<file path="config.mk">
export PLATFORM = sky130hd
export DESIGN_NAME = acc_store_unit
export DESIGN_NICKNAME = d
export VERILOG_FILES = /design/src/rtl/acc_store_unit.sv
export SDC_FILE = /design/constraint.sdc
export NUM_CORES = 1
export LEC_CHECK = 0
export CAP_MARGIN = 20
export CORE_UTILIZATION = 65
export CTS_BUF_LIST = sky130_fd_sc_hd__clkbuf_4 sky130_fd_sc_hd__clkbuf_8
export DETAILED_ROUTE_END_ITERATION = 16
export DONT_BUFFER_PORTS = 1
export PLACE_DENSITY = 0.79
export SETUP_SLACK_MARGIN = 0.15
export SLEW_MARGIN = 30
export SYNTH_ARGS = -nofsm -noshare
export SYNTH_HDL_FRONTEND = slang
export SYNTH_SLANG_ARGS = --single-unit
</file>
<file path="constraint.sdc">
create_clock -name clk -period 1.9 [get_ports clk]
set_input_delay 0.38 -clock clk [delete_from_list [all_inputs] [get_ports clk]]
set_output_delay 0.38 -clock clk [all_outputs]
set_load 0.03 [all_outputs]
</file>
<file path="src/rtl/acc_store_unit.sv">
// acc_store_unit: writes an N-bit register value to memory as N/W beats.
// Ports: clk/clr, st_start/st_addr/st_data in; st_busy/st_done/st_err and mem_we/mem_addr/mem_wdata out; mem_ack in.
module acc_store_unit #(
  parameter int N   = 8,
  parameter int W   = 4,
  parameter int A   = 8,
  parameter int TMO = 16
) (
  input  logic         clk,
  input  logic         clr,
  input  logic         st_start,
  input  logic [A-1:0] st_addr,
  input  logic [N-1:0] st_data,
  output logic         st_busy,
  output logic         st_done,
  output logic         st_err,
  output logic         mem_we,
  output logic [A-1:0] mem_addr,
  output logic [W-1:0] mem_wdata,
  input  logic         mem_ack
);

  localparam int NB = N / W;
  localparam int BW = (NB > 1) ? $clog2(NB) : 1;
  localparam int WW = (TMO > 1) ? $clog2(TMO) : 1;
  localparam logic [BW-1:0] LAST = BW'(NB - 1);
  localparam logic [WW-1:0] WMAX = WW'(TMO - 1);

  typedef enum logic [1:0] {
    IDLE = 2'd0,
    XFER = 2'd1,
    DONE = 2'd2
  } state_t;

  state_t                 state_q;
  logic [NB-1:0][W-1:0]   shadow_q;
  logic [A-1:0]           base_q;
  logic [BW-1:0]          beat_q;
  logic [WW-1:0]          wait_q;
  logic                   err_q;

  always_ff @(posedge clk) begin
    if (clr) begin
      state_q  <= IDLE;
      shadow_q <= '0;
      base_q   <= '0;
      beat_q   <= '0;
      wait_q   <= '0;
      err_q    <= 1'b0;
    end else begin
      unique case (state_q)
        IDLE: begin
          if (st_start) begin
            state_q  <= XFER;
            shadow_q <= st_data;
            base_q   <= st_addr;
            beat_q   <= '0;
            wait_q   <= '0;
            err_q    <= 1'b0;
          end
        end
        XFER: begin
          // ack wins over the timeout on the same edge
          if (mem_ack) begin
            if (beat_q == LAST) begin
              state_q <= DONE;
              err_q   <= 1'b0;
            end else begin
              beat_q <= beat_q + 1'b1;
              wait_q <= '0;
            end
          end else if (wait_q == WMAX) begin
            state_q <= DONE;
            err_q   <= 1'b1;
          end else begin
            wait_q <= wait_q + 1'b1;
          end
        end
        DONE:    state_q <= IDLE;
        default: state_q <= IDLE;
      endcase
    end
  end

  always_comb begin
    st_busy   = 1'b0;
    st_done   = 1'b0;
    st_err    = 1'b0;
    mem_we    = 1'b0;
    mem_addr  = '0;
    mem_wdata = '0;
    unique case (state_q)
      XFER: begin
        st_busy   = 1'b1;
        mem_we    = 1'b1;
        mem_addr  = base_q + A'(beat_q);
        mem_wdata = shadow_q[beat_q];
      end
      DONE: begin
        st_busy = 1'b1;
        st_done = 1'b1;
        st_err  = err_q;
      end
      default: ;
    endcase
  end

endmodule

</file>
# After elaboration in Yosys (flattened, before gate mapping)
# Index checks and enable logic that the tools add are counted.
dict set report word_totals {
  reg_bits 24
  input_bits 20
  output_inout_bits 16
  word_cells 54
}
dict set report classes {
  addsub 3
  magnitude_cmp 1
  eq_ne 9
  n_mux 26
  n_reduce_logical 8
}
# op n
set op_table {}
lappend op_table {{$mux W4} 7}
lappend op_table {{$ne A3 B3 Y1 const B} 4}
lappend op_table {{$mux W1} 10}
lappend op_table {{$add A8 B1 Y8} 1}
lappend op_table {{$mux W2} 4}
lappend op_table {{$mux W8} 1}
lappend op_table {{$pmux W4 S2} 1}
lappend op_table {{$reduce_and A4 Y1} 2}
lappend op_table {{$reduce_and A3 Y1} 2}
lappend op_table {{$add A4 B1 Y4 const B} 1}
lappend op_table {{$eq A4 B4 Y1 const B} 1}
lappend op_table {{$ne A2 B2 Y1 const B} 2}
lappend op_table {{$pmux W1 S2} 2}
lappend op_table {{$pmux W2 S2} 1}
lappend op_table {{$eq A2 B1 Y1 const B} 1}
lappend op_table {{$eq A2 B2 Y1 const B} 1}
lappend op_table {{$logic_not A2 Y1} 1}
lappend op_table {{$lt A1 B2 Y1 const B} 1}
lappend op_table {{$reduce_and A2 Y1} 1}
lappend op_table {{$reduce_bool A2 Y1} 1}
lappend op_table {{$reduce_or A2 Y1} 1}
lappend op_table {{$add A1 B1 Y1 const B} 1}

# Longest topological paths before layout
dict set report depth {
  ltp_word 4
  mapped_depth 8
  mapped_depth_nobuf 5
}

# Least setup slack after synthesis
# No wires, ideal clock.
dict set report synth_path {
  path_type {reg-to-output}
  from {reg state_q[1]}
  to {out mem_addr[6]}
  arrival_ps 1769
  t_required_ps 1520
  path_slack_ps -249
  path_stages_with_launch 7
  path_buffers 2
  path_cell_list {dfxtp_1 -> inv_1 -> ha_1 -> buf_2 -> clkbuf_1 -> nand2_1 -> mux2i_1}
}
dict set report synth_between {
  elab_chain_cells 2
}
# element line_no
set synth_lines {}
lappend synth_lines {{from (decl)} 35} ;# state_t state_q;
lappend synth_lines {{from (signal assigned)} 44} ;# state_q <= IDLE;
lappend synth_lines {{from (signal assigned)} 54} ;# state_q <= XFER;
lappend synth_lines {{from (signal assigned)} 66} ;# state_q <= DONE;
lappend synth_lines {{$eq A2 B1 Y1} 92} ;# unique case (state_q)
lappend synth_lines {{$mux W8} 92}
lappend synth_lines {{to (decl)} 18} ;# output logic [A-1:0] mem_addr,
# No other way between the ends.

# Final worst setup path
dict set report layout_path {
  from {reg state_q[0]}
  to {out mem_addr[5]}
}
# The elaborated chain is that of the path after synthesis.

==> flow_summary.toml <==
[critical_path]
worst-setup-path-type = "reg2out"
cp.required_ps = 1520
start_kind = "flop"
path_max_fanout = 7
crit_path_end_kind = "primary output"
worst_ep_arrival_time_ps = 1460

[layout]
final_core_util_pct = 80.4
drive_above_1_share_pct = 27.5
final_cells = 194
nets = 194
n_antenna_cell = 0
final_area_um2 = 1580
layout_commonest_cell = "nand2_1"
final_cell_mix = "36 x nand2_1, 17 x a21oi_1, 17 x dfxtp_1"
area_delta_synth_final_pct = 17.3

[routing]
via_per_inst = 5.95
ant_nets = 0
drt-total-wl_um = 2810
drc = 0
vias = 1154
wl_per_cell_um = 14.5
drt_iter0_markers = 20
drtPass1Iterations = 4

[timing]
worst_pin_slew_ps = 307
slew_viol_final = 0
setup_ws_ps = 64.7
rsz0062_at_grt = "yes"
hold_violations = 0
timing.final.crit_share_pct = 96.6
max_freq_ghz = 0.545
setup-violations-final = 0
fin_crit_ps = 1840
finClkSkew_ps = 10.2
relSlewSlack_pct = 79.1

[synthesis]
synth_ff_type = "dfxtp_1"
netlist_area_um2 = 1340
syn_area_per_cell_um2 = 8.10
synth_fp_nets = 192
ys_types = 37
synth_seq_cells = 24
async_flop_share_pct = 0
synth-edff-count = 0
ys_warn_count = 0
seq_area_frac_synth_pct = 35.8
synthCells = 166

[place]
dp_slack_ps = 262
post_dp_cell_area_um2 = 1400
hpwl_um = 1840
gp_congestion = 0.766
portBuffers = 0
place_inst = 184

[global_routing]
grt_overflow_total = 0
antenna_found_initial = 0
grt_pass1_vias = 939
grt_first_pass_wirelength_um = 4060
grt_max_degree = 27
grtUsageTotal_pct = 26.2

[pwr]
max-vdd-ir-drop_mv = 0.774
powerDensity_nw_per_um2 = 723
leakage_nw = 0.565

[clock_network]
worstSkewPairLatency_ps = 310
cts_root_buf = "clkbuf_4"
cts_tree = "yes"
cts_max_path_buffers = 2
clock-sinks = 24
cts_hold_buf = 0
cts.clk_slew.worst_paths_ps = 130
h-tree-depth = 1
numCtsBuffers = 3

[floorplan]
die_width_um = 47.5
die_area_um2 = 2250
rows = 16
start_util_pct = 68.5
io_pins = 36
die_h_um = 47.5
fp.coreArea_um2 = 1960

[run]
drv_cap = 0

[outcome]
outcome = "finished clean"

[hold_path]
hp-class = "in2reg"
path summary, 6_finish.rpt:
kind	start	to	cells after the start	slack (ps)
setup / recovery	state_q[0]	mem_addr[5]	4	60
hold / removal	clr	base_q[0]	1	110
setup reg to reg	state_q[0]	wait_q[1]	5	210
hold reg to reg	shadow_q[6]	shadow_q[6]	2	460
kinds of logic (layout without fill, tap and decap cells):
logic type,Yosys count,count (layout),synth area share (%)
AO/OA/AOI/OAI,33,33,14.9
XOR/XNOR,4,4,2.61
adder cells (fa/ha/maj),6,6,5.59
buffers and inverters,15,16,4.93
flip-flops,24,24,35.8
multiplexers,11,11,8.29
AND/OR/NAND/NOR,73,73,27.9
routing by layer:
metal  vias up  GRT usage (%)  wire length [um]
li1        574              -                 -
met1       527           33.6              1290
met2        44           40.3              1310
met3         9           8.30               156
met4         0           12.0                56
met5         -              0                 0
Yosys cell counts (4+ instances only):
master    count  area share [%]
nand2_1      40              11
inv_1         4             1.1
nand3_1       4             1.5
a31oi_1       4             1.9
clkbuf_1      4             1.1
dfxtp_1      24              36
ha_1          6             5.6
a21oi_1      17             6.3
nor2b_1       5             2.3
nand2b_1      5             2.3
buf_2         4             1.5
mux2i_1      10             7.4
and2_1        6             2.8
power breakdown:
part / total, W / internal, W / leakage, nW / switching (W)
sequential: 0.000554 / 0.000531 / 0.200 / 0.0000230
combinational: 0.000224 / 0.0000937 / 0.338 / 0.000130
clock: 0.000362 / 0.000213 / 0.0279 / 0.000149
total: 0.00114 / 0.000838 / 0.565 / 0.000302
what timing repair did:
action,in CTS,in global routing
setup endpoints to repair,12,14
gates resized for setup,32,5
setup buffers,5,1
pin swaps,2,1
hold endpoints to repair,0,0
cell type report:
class	count	area [um2]
Timing Repair Buffer	8	63.8
Tap cell	27	33.8
Fill cell	141	385
Clock inverter	1	30.0
Clock buffer	3	22.5
Sequential cell	24	494
Multi-Input combinational cell	127	917
Inverter	4	15.0
worst max-delay path, cell delays in order, from the launching register on:
cell and delay, ps:
dfxtp_1 400, ha_4 260, buf_6 150, nand2_2 60
mux2i_4 270
flip-flops by register name (all words and copies together) (netlist names):
name / cells
base_q: 8
beat_q: 1
shadow_q: 8
state_q: 2
err_q: 1
wait_q: 4
per-stage QoR:
| stage | hold WS [ps] | total power [W] | TNS [ps] |
|---|---|---|---|
| global route | 81.8 | 0.00119 | -15.7 |
| CTS | 100 | 0.00113 | 0 |
| detailed placement | 439 | 0.000747 | 0 |
| finish | 113 | 0.00114 | 0 |
| global placement | 435 | 0.000738 | 0 |
| floorplan | 436 | 0.000734 | 0 |
Power figures use the tool's default switching activity.
